### src/rtl/rom_loader.sv
// Boot-time loader: receives a framed program image over UART, writes it into the
// instruction ROM, verifies the checksum, answers ACK/NAK and then releases the cpu.
module rom_loader #(
   parameter int         ADDR_W      = 11,
   parameter logic [7:0] SYNC_BYTE   = 8'hA5,
   parameter logic [7:0] ACK_BYTE    = 8'h06,
   parameter logic [7:0] NAK_BYTE    = 8'h15,
   parameter int         TIMEOUT_CYC = 1_000_000
) (
   input  logic              clk,
   input  logic              reset,
   input  logic              rx_valid,
   input  logic [7:0]        rx_data,
   output logic              tx_req,
   output logic [7:0]        tx_data,
   input  logic              tx_busy,
   output logic              rom_we,
   output logic [ADDR_W-1:0] rom_waddr,
   output logic [31:0]       rom_wdata,
   output logic              cpu_reset,
   output logic              cpu_owns_uart,
   output logic              load_err
);

   localparam int TMO_W = $clog2(TIMEOUT_CYC + 1);

   typedef enum logic [2:0] {
      S_IDLE, S_LEN_LO, S_LEN_HI, S_DATA, S_CSUM, S_ACK, S_NAK, S_RUN
   } state_t;

   state_t            state, state_next;
   logic [15:0]       len;
   logic [7:0]        csum;
   logic [31:0]       word;
   logic [1:0]        byte_idx;
   logic [ADDR_W:0]   word_idx;
   logic [TMO_W-1:0]  tmo;

   logic              in_frame;
   logic              expired;
   logic              take;
   logic [15:0]       len_full;
   logic [ADDR_W:0]   word_nxt;

   always_ff @(posedge clk) begin
      if (reset) state <= S_IDLE;
      else       state <= state_next;
   end

   always_comb begin
      state_next = state;
      in_frame   = (state == S_LEN_LO) || (state == S_LEN_HI) ||
                   (state == S_DATA)   || (state == S_CSUM);
      expired    = in_frame && (tmo == TMO_W'(TIMEOUT_CYC - 1));
      // a byte arriving in the expiry cycle is dropped in favour of the NAK
      take       = rx_valid && !expired;
      len_full   = {rx_data, len[7:0]};
      word_nxt   = word_idx + 1'b1;
      case (state)
         S_IDLE:   if (rx_valid && rx_data == SYNC_BYTE) state_next = S_LEN_LO;
         S_LEN_LO: if (expired) state_next = S_NAK;
                   else if (take) state_next = S_LEN_HI;
         S_LEN_HI: if (expired) state_next = S_NAK;
                   else if (take) begin
                      if ({1'b0, len_full} > 17'(2**ADDR_W)) state_next = S_NAK;
                      else if (len_full == 16'd0)            state_next = S_CSUM;
                      else                                   state_next = S_DATA;
                   end
         S_DATA:   if (expired) state_next = S_NAK;
                   else if (take && byte_idx == 2'd3 && word_nxt == len[ADDR_W:0])
                      state_next = S_CSUM;
         S_CSUM:   if (expired) state_next = S_NAK;
                   else if (take) state_next = (rx_data == csum) ? S_ACK : S_NAK;
         S_ACK:    if (!tx_busy) state_next = S_RUN;
         S_NAK:    if (!tx_busy) state_next = S_IDLE;
         S_RUN:    state_next = S_RUN;
         default:  state_next = S_IDLE;
      endcase
   end

   always_ff @(posedge clk) begin
      if (reset) begin
         tx_req        <= 1'b0;
         tx_data       <= 8'd0;
         rom_we        <= 1'b0;
         rom_waddr     <= '0;
         rom_wdata     <= 32'd0;
         cpu_reset     <= 1'b1;
         cpu_owns_uart <= 1'b0;
         load_err      <= 1'b0;
         len           <= 16'd0;
         csum          <= 8'd0;
         word          <= 32'd0;
         byte_idx      <= 2'd0;
         word_idx      <= '0;
         tmo           <= '0;
      end else begin
         tx_req <= 1'b0;
         rom_we <= 1'b0;
         if (!in_frame || rx_valid || expired) tmo <= '0;
         else                                  tmo <= tmo + 1'b1;
         case (state)
            S_IDLE: if (rx_valid && rx_data == SYNC_BYTE) begin
               load_err <= 1'b0;
               csum     <= 8'd0;
            end
            S_LEN_LO: if (take) begin
               len[7:0] <= rx_data;
               csum     <= csum + rx_data;
            end
            S_LEN_HI: if (take) begin
               len[15:8] <= rx_data;
               csum      <= csum + rx_data;
               word_idx  <= '0;
               byte_idx  <= 2'd0;
            end
            S_DATA: if (take) begin
               word[{byte_idx, 3'b000} +: 8] <= rx_data;
               csum     <= csum + rx_data;
               byte_idx <= byte_idx + 1'b1;
               if (byte_idx == 2'd3) begin
                  rom_we    <= 1'b1;
                  rom_waddr <= word_idx[ADDR_W-1:0];
                  rom_wdata <= {rx_data, word[23:0]};
                  word_idx  <= word_nxt;
               end
            end
            S_ACK: if (!tx_busy) begin
               tx_req  <= 1'b1;
               tx_data <= ACK_BYTE;
            end
            S_NAK: if (!tx_busy) begin
               tx_req   <= 1'b1;
               tx_data  <= NAK_BYTE;
               load_err <= 1'b1;
            end
            S_RUN: begin
               cpu_reset     <= 1'b0;
               cpu_owns_uart <= 1'b1;
            end
            default: ;
         endcase
      end
   end

endmodule

### config.mk
export PLATFORM = sky130hd
export DESIGN_NAME = rom_loader
export DESIGN_NICKNAME = d
export VERILOG_FILES = /design/src/rtl/rom_loader.sv
export SDC_FILE = /design/constraint.sdc
export NUM_CORES = 1
export LEC_CHECK = 0
export CAP_MARGIN = 10
export CELL_PAD_IN_SITES_DETAIL_PLACEMENT = 2
export CELL_PAD_IN_SITES_GLOBAL_PLACEMENT = 2
export CORE_AREA = 2 2 146 148
export CTS_BUF_LIST = sky130_fd_sc_hd__clkbuf_4 sky130_fd_sc_hd__clkbuf_8
export DETAILED_ROUTE_END_ITERATION = 8
export DIE_AREA = 0 0 148 150
export PLACE_DENSITY_LB_ADDON = 0.12
export SLEW_MARGIN = 30
export SYNTH_ARGS = -nofsm -noshare
export SYNTH_HDL_FRONTEND = slang
export SYNTH_SLANG_ARGS = --single-unit
### constraint.sdc
create_clock -name clk -period 4.16 [get_ports clk]
set_clock_uncertainty 0.2 [all_clocks]
set_input_delay 0.832 -clock clk [delete_from_list [all_inputs] [get_ports clk]]
set_output_delay 0.832 -clock clk [all_outputs]
set_load 0.01 [all_outputs]
Word level (Yosys, flattened, before mapping)
Cells that the tools add are included.
{"block": "totals", "elab_cells": 117, "ff_bits": 145}
{"block": "op_classes", "n_reduce_logical": 33, "n_addsub": 5, "shift": 2, "muxes": 34, "n_eq_ne": 23, "n_bitwise": 3, "order_cmp": 1}
{"op": "3-bit two-way mux", "n": 13}
{"op": "12-bit two-way mux", "n": 3}
{"op": "32-bit bitwise mux", "n": 1}
{"op": "8-bit two-way mux", "n": 4}
{"op": "8-bit case mux with 2 select lines", "n": 2}
{"op": "8-bit by 7-bit variable shift with 32-bit output, first input constant", "n": 1}
{"op": "8-bit by 7-bit variable part select with 32-bit output", "n": 1}
{"op": "12-bit case mux with 2 select lines", "n": 1}
{"op": "3-bit case mux with 8 select lines", "n": 1}
{"op": "20-bit by 1-bit adder with 20-bit output, second input constant", "n": 1}
{"op": "20-bit == test, second input constant", "n": 1}
{"op": "16-bit by 12-bit > comparator with 1-bit output, second input constant", "n": 1}
{"op": "16-bit zero test", "n": 1}
{"op": "3-bit AND reduction", "n": 5}
{"op": "12-bit by 1-bit adder with 12-bit output, second input constant", "n": 1}
{"op": "12-bit == test", "n": 1}
{"op": "3-bit == test, second input constant", "n": 4}
{"op": "2-bit inequality test, second input constant", "n": 5}
{"op": "3-bit inequality test, second input constant", "n": 3}
{"op": "8-bit adder", "n": 1}
{"op": "8-bit == test", "n": 1}
{"op": "8-bit == test, second input constant", "n": 1}
{"op": "2-bit nonzero test", "n": 4}
{"op": "5-bit negation with 7-bit output", "n": 1}
{"op": "other kinds (20)", "n": 43}

Logic depth before layout (Yosys ltp)
Gate-level depths: netlist (run 1).
{"block": "depth", "word_depth": 12, "depth_mapped": 10}

Worst setup path before layout (run 1)
OpenSTA, ideal clock, no wires.
{"block": "synth_path", "kind": "input port to flip-flop", "start": "input rx_data[3]", "end": "register state[1]", "setup_time_ns": 0.117, "path_slack_ns": 1.193, "arrival_time_ns": 2.650, "n_path_buf": 1, "path_stages": 8, "cell_sequence": "clkbuf_1 -> or3b_2 -> nor4_1 -> o31a_1 -> o21ai_0 -> a21o_1 -> a211o_1 -> a32o_1"}
{"block": "synth_via", "elab_chain_len": 6, "word_cells_on_any_way": 15, "cone_classes": "order compare (1); eq/ne (3); mux (8); reduce/logical (3)"}
{"element": "start, declared", "line_no": "13", "source": "input logic [7:0] rx_data,"}
{"element": "branches (longest 6 deep; another with 16-bit by 12-bit > comparator with 1-bit output)"}
{"element": "end signal, assigned", "line_no": "47", "source": "else state <= state_next;"}
{"element": "end, declared", "line_no": "31", "source": "state_t state, state_next;"}
Parallel ways; which one is timed is not known. The select of a mux whose other input is x is not followed.
A chain may end at the register's enable or synchronous reset.

Worst setup path in the final report (run 1)
{"block": "layout_path", "start": "register word_idx[0]", "end": "register state[1]"}
{"block": "layout_via", "elab_chain_len": 5}
{"element": "start, declared", "line_no": "36", "source": "logic [ADDR_W:0] word_idx;"}
{"element": "start signal, assigned", "line_no": "125", "source": "word_idx <= word_nxt;"}
{"element": "12-bit by 1-bit adder with 12-bit output", "line_no": "58", "source": "word_nxt = word_idx + 1'b1;"}
{"element": "12-bit == test", "line_no": "70", "source": "else if (take && byte_idx == 2'd3 && word_nxt == len[ADDR_W:0])"}
{"element": "1-bit logical AND", "line_no": "70"}
{"element": "3-bit by 2-bit inequality test with 1-bit output (no line)"}
{"element": "7-bit AND reduction (no line)"}
No other way between the ends.

==> results of run 1 <==
==> registers in the layout (all words and copies together) (netlist names), 8 cells and up <==
name,count
csum,8
len,12
rom_waddr,11
rom_wdata,32
tmo,20
word,24
word_idx,12
==> layer usage <==
| metal | share of wire [%] | vias to the layer above | GRT usage [%] |
|---|---|---|---|
| met4 | 1.3 | 0 | 4.905 |
| met2 | 50 | 62 | 32.62 |
| met1 | 46 | 2699 | 22.76 |
| li1 | - | 2662 | - |
| met3 | 2.2 | 22 | 3.567 |
| met5 | 0 | - | 0 |
==> critical path, stage by stage (launching register included) <==
cell	delay, ps
sky130_fd_sc_hd__dfxtp_1	590
sky130_fd_sc_hd__ha_1	220
sky130_fd_sc_hd__nand3_1	100
sky130_fd_sc_hd__or2_2	350
sky130_fd_sc_hd__xnor2_1	130
sky130_fd_sc_hd__or4_1	480
sky130_fd_sc_hd__or4_4	560
sky130_fd_sc_hd__a211o_1	310
sky130_fd_sc_hd__a32o_1	250
==> power by group <==
group / internal, mW / switching (mW) / leakage, nW
Combinational: 0.0245 / 0.0534 / 1.35
Clock: 0.500 / 0.537 / 0.181
Sequential: 1.26 / 0.000586 / 1.06
Total: 1.79 / 0.591 / 2.59
==> layout make-up <==
class                      instances  area (sq um)  area share (%)
inverter                          12         45.04          0.6141
sequential                       132          2643           36.03
clock inverter                    11         102.6           1.399
multi-input combinational        561          3189           43.48
tap                              275         344.1           4.691
clock buffer                      19         261.5           3.565
timing repair buffer              79         749.5           10.22
==> cell families (layout without fill, tap and decap cells) <==
kind of cell	after synthesis	in the layout	share of synthesized area (%)
AND/OR/NAND/NOR	340	340	26.29
adder cells (fa/ha/maj)	17	17	3.555
other	1	4	0.06123
AO/OA/AOI/OAI	142	142	13.07
XOR/XNOR	44	44	6.292
buffers and inverters	63	121	5.291
multiplexers	14	14	2.288
flip-flops	132	132	43.15
==> through the flow <==
step / power [mW] / setup WS, ps / instance area, sq um
2_1_floorplan: 1.333 / 1193 / 6136
3_3_place_gp: 1.371 / 496.6 / 6947
3_5_place_dp: 1.373 / 500.5 / 6955
4_1_cts: 2.419 / 851.9 / 7320
5_1_grt: 2.487 / 740.1 / 7335
6_report: 2.378 / 866.1 / 7335
==> layout by cell type, fill, tap and decap left out, types with 4 or more instances in the layout <==
cell type	count
sky130_fd_sc_hd__a21oi_1	96
sky130_fd_sc_hd__or3_1	6
sky130_fd_sc_hd__dfxtp_1	132
sky130_fd_sc_hd__nand3b_1	4
sky130_fd_sc_hd__xnor2_1	23
sky130_fd_sc_hd__and3_1	13
sky130_fd_sc_hd__and2_1	4
sky130_fd_sc_hd__xor2_1	21
sky130_fd_sc_hd__clkbuf_8	19
sky130_fd_sc_hd__nand2_1	141
sky130_fd_sc_hd__o21ai_0	18
sky130_fd_sc_hd__inv_1	10
sky130_fd_sc_hd__ha_1	15
sky130_fd_sc_hd__nand4_1	11
sky130_fd_sc_hd__and4_1	4
sky130_fd_sc_hd__nand3_1	47
sky130_fd_sc_hd__clkdlybuf4s50_1	62
sky130_fd_sc_hd__conb_1	4
sky130_fd_sc_hd__a21o_1	4
sky130_fd_sc_hd__nor4_1	5
sky130_fd_sc_hd__nor2_1	65
sky130_fd_sc_hd__nor3_1	15
sky130_fd_sc_hd__buf_4	15
sky130_fd_sc_hd__mux2i_1	14
==> path summary, 6_finish.rpt <==
path | from | to | slack, ps | cells past startpoint
worst max-delay path | word_idx[0] | state[1] | 870 | 8
worst min-delay path | cpu_reset | cpu_reset | 260 | 2
worst max register to register | word_idx[0] | state[1] | 870 | 8
worst min register to register | cpu_reset | cpu_reset | 260 | 2
==> Flow_metrics.wiki, run 1 <==
{| class="wikitable"
! Metric !! Value
|-
| Iteration-0 DRC count of the detailed router || 191
|-
| Number of clock buffers inserted by TritonCTS || 17
|-
| Synthesis warning total || 0
|-
| Final RePlAce weighted congestion || 0.8015
|-
| Vias || 5445
|-
| Area growth from synthesis to final layout || 19.75%
|-
| Maximum number of pins on one net before global-route repair || 98
|-
| Post-synthesis register bit count || 132
|-
| RSZ-0062 raised after global routing || false
|-
| Post-synth top area share || 43.15%
|-
| Maximum frequency from static timing analysis || 303.6 MHz
|-
| CTS clock-pin slew for the worst setup and hold paths || 80 ps
|-
| Root Buffer || sky130_fd_sc_hd__clkbuf_8
|-
| Die Footprint || 0.02220 sq mm
|-
| Die width || 148 um
|-
| Ratio of cells with drive above 1 in the final layout || 7.985%
|-
| Portion of the post-synthesis area used by sequential elements || 43.15%
|-
| Most frequently used cell type in the post-synthesis netlist || sky130_fd_sc_hd__nand2_1
|-
| Core outline area || 0.02069 sq mm
|-
| Post-route setup TNS || 0 ps
|-
| Synthesized instance count || 753
|-
| Number of setup violations in the final report || 0
|-
| Setup crit start kind || flop
|-
| Total instance count after detailed placement || 1058
|-
| Synth area leader || sky130_fd_sc_hd__dfxtp_1
|-
| Class of the tightest hold or removal check || flop to flop
|-
| Die Span Y || 150 um
|-
| Final Critical Period || 3294 ps
|-
| Buffer levels on the longest clock path || 2
|-
| Max_cap viols || 0
|-
| Clk Latency, worst-skew pair || 450 ps
|-
| First-pass GRT wire length || 32070 um
|-
| Residual overflow from global routing || 0
|-
| Via count of the first global-routing pass || 5929
|-
| Maximum fanout count along the critical path || 8
|-
| Site row count || 53
|-
| Post-cts gate resize count || 0
|-
| # fillers || 2383
|-
| Arrival time of data at the critical path endpoint || 3430 ps
|-
| Number of synthesized flops with an enable pin || 0
|-
| Avg Synthesized Cell Area || 8.134 sq um
|-
| Final design utilization || 35.45%
|-
| Total track usage || 18.38%
|-
| Max transition margin || 41.67%
|-
| Fin cells || 1089
|-
| Nature of the critical path endpoint || flop
|-
| Outcome || completed
|-
| Port-buffer cells || 63
|-
| Final-report hold violation count || 0
|-
| Starting density of the core || 29.60%
|-
| Routed WL per cell || 17.97 um
|-
| IO Count || 68
|-
| TritonCTS clock tree || yes
|-
| Number of remaining DRC errors || 0
|-
| Final WL || 19570 um
|-
| Leakage component of the power || 2.592 nW
|-
| Top FF cell, synth || sky130_fd_sc_hd__dfxtp_1
|-
| Vias/cell || 5.000
|-
| CTS H-tree depth || 4
|-
| Pin slew with the least headroom to its limit || 872.3 ps
|-
| Required @ worst endpoint || 4290 ps
|-
| CTS sink count || 132
|-
| Number of setup buffers added after CTS || 0
|-
| Maximum resistive drop on vdd || 0.1669 mV
|-
| Leading post-synthesis cells by cell area || sky130_fd_sc_hd__dfxtp_1, sky130_fd_sc_hd__nand2_1, sky130_fd_sc_hd__a21oi_1, sky130_fd_sc_hd__nor2_1, sky130_fd_sc_hd__nand3_1
|-
| Post-route worst hold slack || 256.8 ps
|-
| Count of final max-slew check failures || 0
|-
| Iteration count of the initial detailed-routing pass || 4
|-
| Netlist cell types || 65
|-
| Synthesized cell area || 0.006125 sq mm
|-
| CTS Hold Buffers Added || 0
|-
| Initial antenna violation count || 0
|-
| Part of the cycle the worst path needs || 79.18%
|-
| # diodes || 0
|-
| Async S/R FF share, synth || 0%
|-
| Post-DP HPWL || 14120 um
|-
| Antenna Nets Post-Route || 0
|-
| Power per standard cell area || 324.3 mW/mm^2
|-
| Final net count || 831
|-
| Type of the setup path with the least slack || flop to flop
|-
| Most used standard cells in the synthesized netlist || sky130_fd_sc_hd__nand2_1, sky130_fd_sc_hd__dfxtp_1, sky130_fd_sc_hd__a21oi_1
|}
No activity file was read; power rests on OpenSTA's default activity.
==> run 2: changes to the inputs <==
==> constraint.sdc (replaced) <==
create_clock -name clk -period 3.3 [get_ports clk]
set_clock_uncertainty 0.2 [all_clocks]
set_input_delay 0.66 -clock clk [delete_from_list [all_inputs] [get_ports clk]]
set_output_delay 0.66 -clock clk [all_outputs]
set_load 0.01 [all_outputs]
==> run 2 against run 1 <==
  * Critical path depth did not move
  * Clock power rose by 43%
  * Final cell count increased by 1.9%
  * Count of clock-buffer cells in the layout fell by 1
  * Fmax increased by 3.9%
  * Register-to-register slack got worse by 740 ps
  * Largest power group unchanged
==> Flow_metrics.wiki, run 2 (same netlist as run 1, synthesis figures left out) <==
{| class="wikitable"
! Metric !! Value
|-
| Outcome || completed
|-
| Critical path buffer and inverter count || 0
|-
| Number of setup buffers added after CTS || 0
|-
| Final design utilization || 36.42%
|-
| Power per standard cell area || 423.9 mW/mm^2
|-
| Leading cell type in the layout, fill and taps excluded || sky130_fd_sc_hd__nand2_1
|-
| Leakage component of the power || 2.725 nW
|-
| Proportion of total power due to net switching || 24.65%
|-
| Antenna Nets Post-Route || 0
|-
| Clock group share of total power || 46.8%
|-
| Reg2reg end || state[1]
|-
| Count of final max-slew check failures || 0
|-
| Max_cap viols || 0
|-
| Maximum fanout count along the critical path || 6
|-
| Final Critical Period || 3169 ps
|-
| Initial antenna violation count || 0
|-
| Final Power || 3.194 mW
|-
| Internal Pwr Total || 2.407 mW
|-
| Post-route worst hold slack || 257.2 ps
|-
| Routed WL per cell || 17.98 um
|-
| Worst setup slack after layout || 130.9 ps
|-
| Part of the cycle the worst path needs || 96.03%
|-
| Iteration-0 DRC count of the detailed router || 148
|-
| Class of the tightest hold or removal check || flop to flop
|-
| Post-cts gate resize count || 0
|-
| Post-route setup TNS || 0 ps
|-
| CTS Hold Buffers Added || 0
|-
| Sequential cell fraction of total power || 49.9%
|-
| RSZ-0062 raised after global routing || false
|-
| Logic gate share of total power || 3.4%
|-
| Critical-path cell with the highest stage delay || sky130_fd_sc_hd__or4_4
|-
| Type of the setup path with the least slack || flop to flop
|-
| Maximum frequency from static timing analysis || 315.5 MHz
|-
| Final-report hold violation count || 0
|-
| Register containing the most flip-flops in the final layout || rom_wdata
|-
| Hold EP || rom_waddr[7]
|-
| Residual overflow from global routing || 0
|-
| Number of setup violations in the final report || 0
|-
| FF-to-FF path depth || 8
|-
| Launch point of the worst hold path || rom_waddr[7]
|-
| Via count of the first global-routing pass || 6041
|-
| Arrival time of data at the critical path endpoint || 3320 ps
|-
| Ratio of cells with drive above 1 in the final layout || 9.940%
|-
| Port-buffer cells || 63
|-
| Max transition margin || 45.00%
|-
| Worst reg2reg setup slack || 130 ps
|-
| First-pass GRT wire length || 32730 um
|-
| CP cell instances || ha_1 -> nand3_1 -> or2_2 -> xnor2_1 -> or4_1 -> or4_4 -> a211o_1 -> a32o_1
|-
| Post-DP HPWL || 14530 um
|-
| Vias || 5559
|-
| Pin slew with the least headroom to its limit || 825.0 ps
|-
| Clk Latency, worst-skew pair || 450 ps
|-
| IO Count || 68
|-
| Worst setup slack before clock tree synthesis || -160.4 ps
|-
| Final net count || 851
|-
| Kind of cell adding the most delay to the critical path || simple AND/OR/NAND/NOR gates
|-
| CTS H-tree depth || 4
|-
| Die Footprint || 0.02220 sq mm
|-
| Nature of the critical path endpoint || flop
|-
| CTS sink count || 132
|-
| # diodes || 0
|-
| Final WL || 19960 um
|-
| Buffer levels on the longest clock path || 2
|-
| # fillers || 2395
|-
| Core outline area || 0.02069 sq mm
|-
| Setup crit start kind || flop
|-
| Starting density of the core || 29.60%
|-
| Most used cells in the layout excluding fill and tap cells || sky130_fd_sc_hd__nand2_1, sky130_fd_sc_hd__dfxtp_1, sky130_fd_sc_hd__a21oi_1
|-
| Final RePlAce weighted congestion || 0.8514
|-
| Total track usage || 18.78%
|-
| Die Span Y || 150 um
|-
| TritonCTS clock tree || yes
|-
| FF-to-FF Start || word_idx[1]
|-
| Switching pwr || 787.5 uW
|-
| Hold depth || 2
|-
| Required @ worst endpoint || 3450 ps
|-
| Fin cells || 1110
|-
| Area growth from synthesis to final layout || 23.02%
|-
| Iteration count of the initial detailed-routing pass || 4
|-
| Critical path's largest stage delay || 530 ps
|-
| Regs by FF count || rom_wdata x32, word x24, tmo x20
|-
| Maximum number of pins on one net before global-route repair || 75
|-
| Maximum resistive drop on vdd || 0.2373 mV
|-
| Number of remaining DRC errors || 0
|-
| Die width || 148 um
|-
| Root Buffer || sky130_fd_sc_hd__clkbuf_8
|-
| CTS clock-pin slew for the worst setup and hold paths || 80 ps
|-
| Total instance count after detailed placement || 1079
|-
| Number of clock buffers inserted by TritonCTS || 17
|-
| Site row count || 53
|-
| Largest register FFs || 32
|-
| Post-layout instance area || 0.007535 sq mm
|-
| Cell area after placement || 0.007117 sq mm
|-
| Vias/cell || 5.008
|}
## run 2: cell count changes in the layout (fill, tap and decap cells not counted), sizes merged
cell / before / now
clkbuf: 19 / 18
inv: 13 / 16
bufinv: 1 / 3
clkinvlp: 3 / 0
buf: 17 / 37
## run 2: worst max path at each step
stage                           start  slack (ps)  cells past startpoint       end
after CTS                 word_idx[1]         120                      8  state[1]
after global placement     rx_data[1]        -100                      9  state[1]
after floorplan           word_idx[0]         350                      8  state[1]
final                     word_idx[1]         130                      8  state[1]
after detailed placement   rx_data[1]        -160                      9  state[1]
after global routing      word_idx[1]          30                      8  state[1]
## run 2: layout make-up
class                   instances  area, sq um  share of cell area (%)
inverters                      12        45.04                  0.5978
clock inverters                13        170.2                   2.258
flip-flops and latches        132         2643                   35.07
repair buffers                 99        910.9                   12.09
clock buffers                  18        247.7                   3.288
well taps                     275        344.1                   4.567
multi-input cells             561         3174                   42.13
## run 2: power groups by stage
stage	Clock, mW	Sequential, mW	Combinational [mW]
finish	1.49	1.59	0.108
global route	1.61	1.59	0.118
CTS	1.54	1.59	0.110
detailed placement	0	1.63	0.109
global placement	0	1.63	0.107
floorplan	0	1.63	0.0506
## run 2: metal layers
metal	global-route usage, %	share of wire [%]	vias to the layer above
li1	-	-	2696
met5	0	0	-
met3	3.018	2.7	20
met2	33.03	50	75
met1	23.59	46	2768
met4	5.762	1.3	0
## run 2: tightest hold or removal path: cells and delay by family, from the launching register on
| family | cells | cell delay, ps |
|---|---|---|
| and+or+nand+nor | 1 | 50 |
| DFF | 1 | 310 |
| AOI/OAI and AO/OA | 1 | 50 |
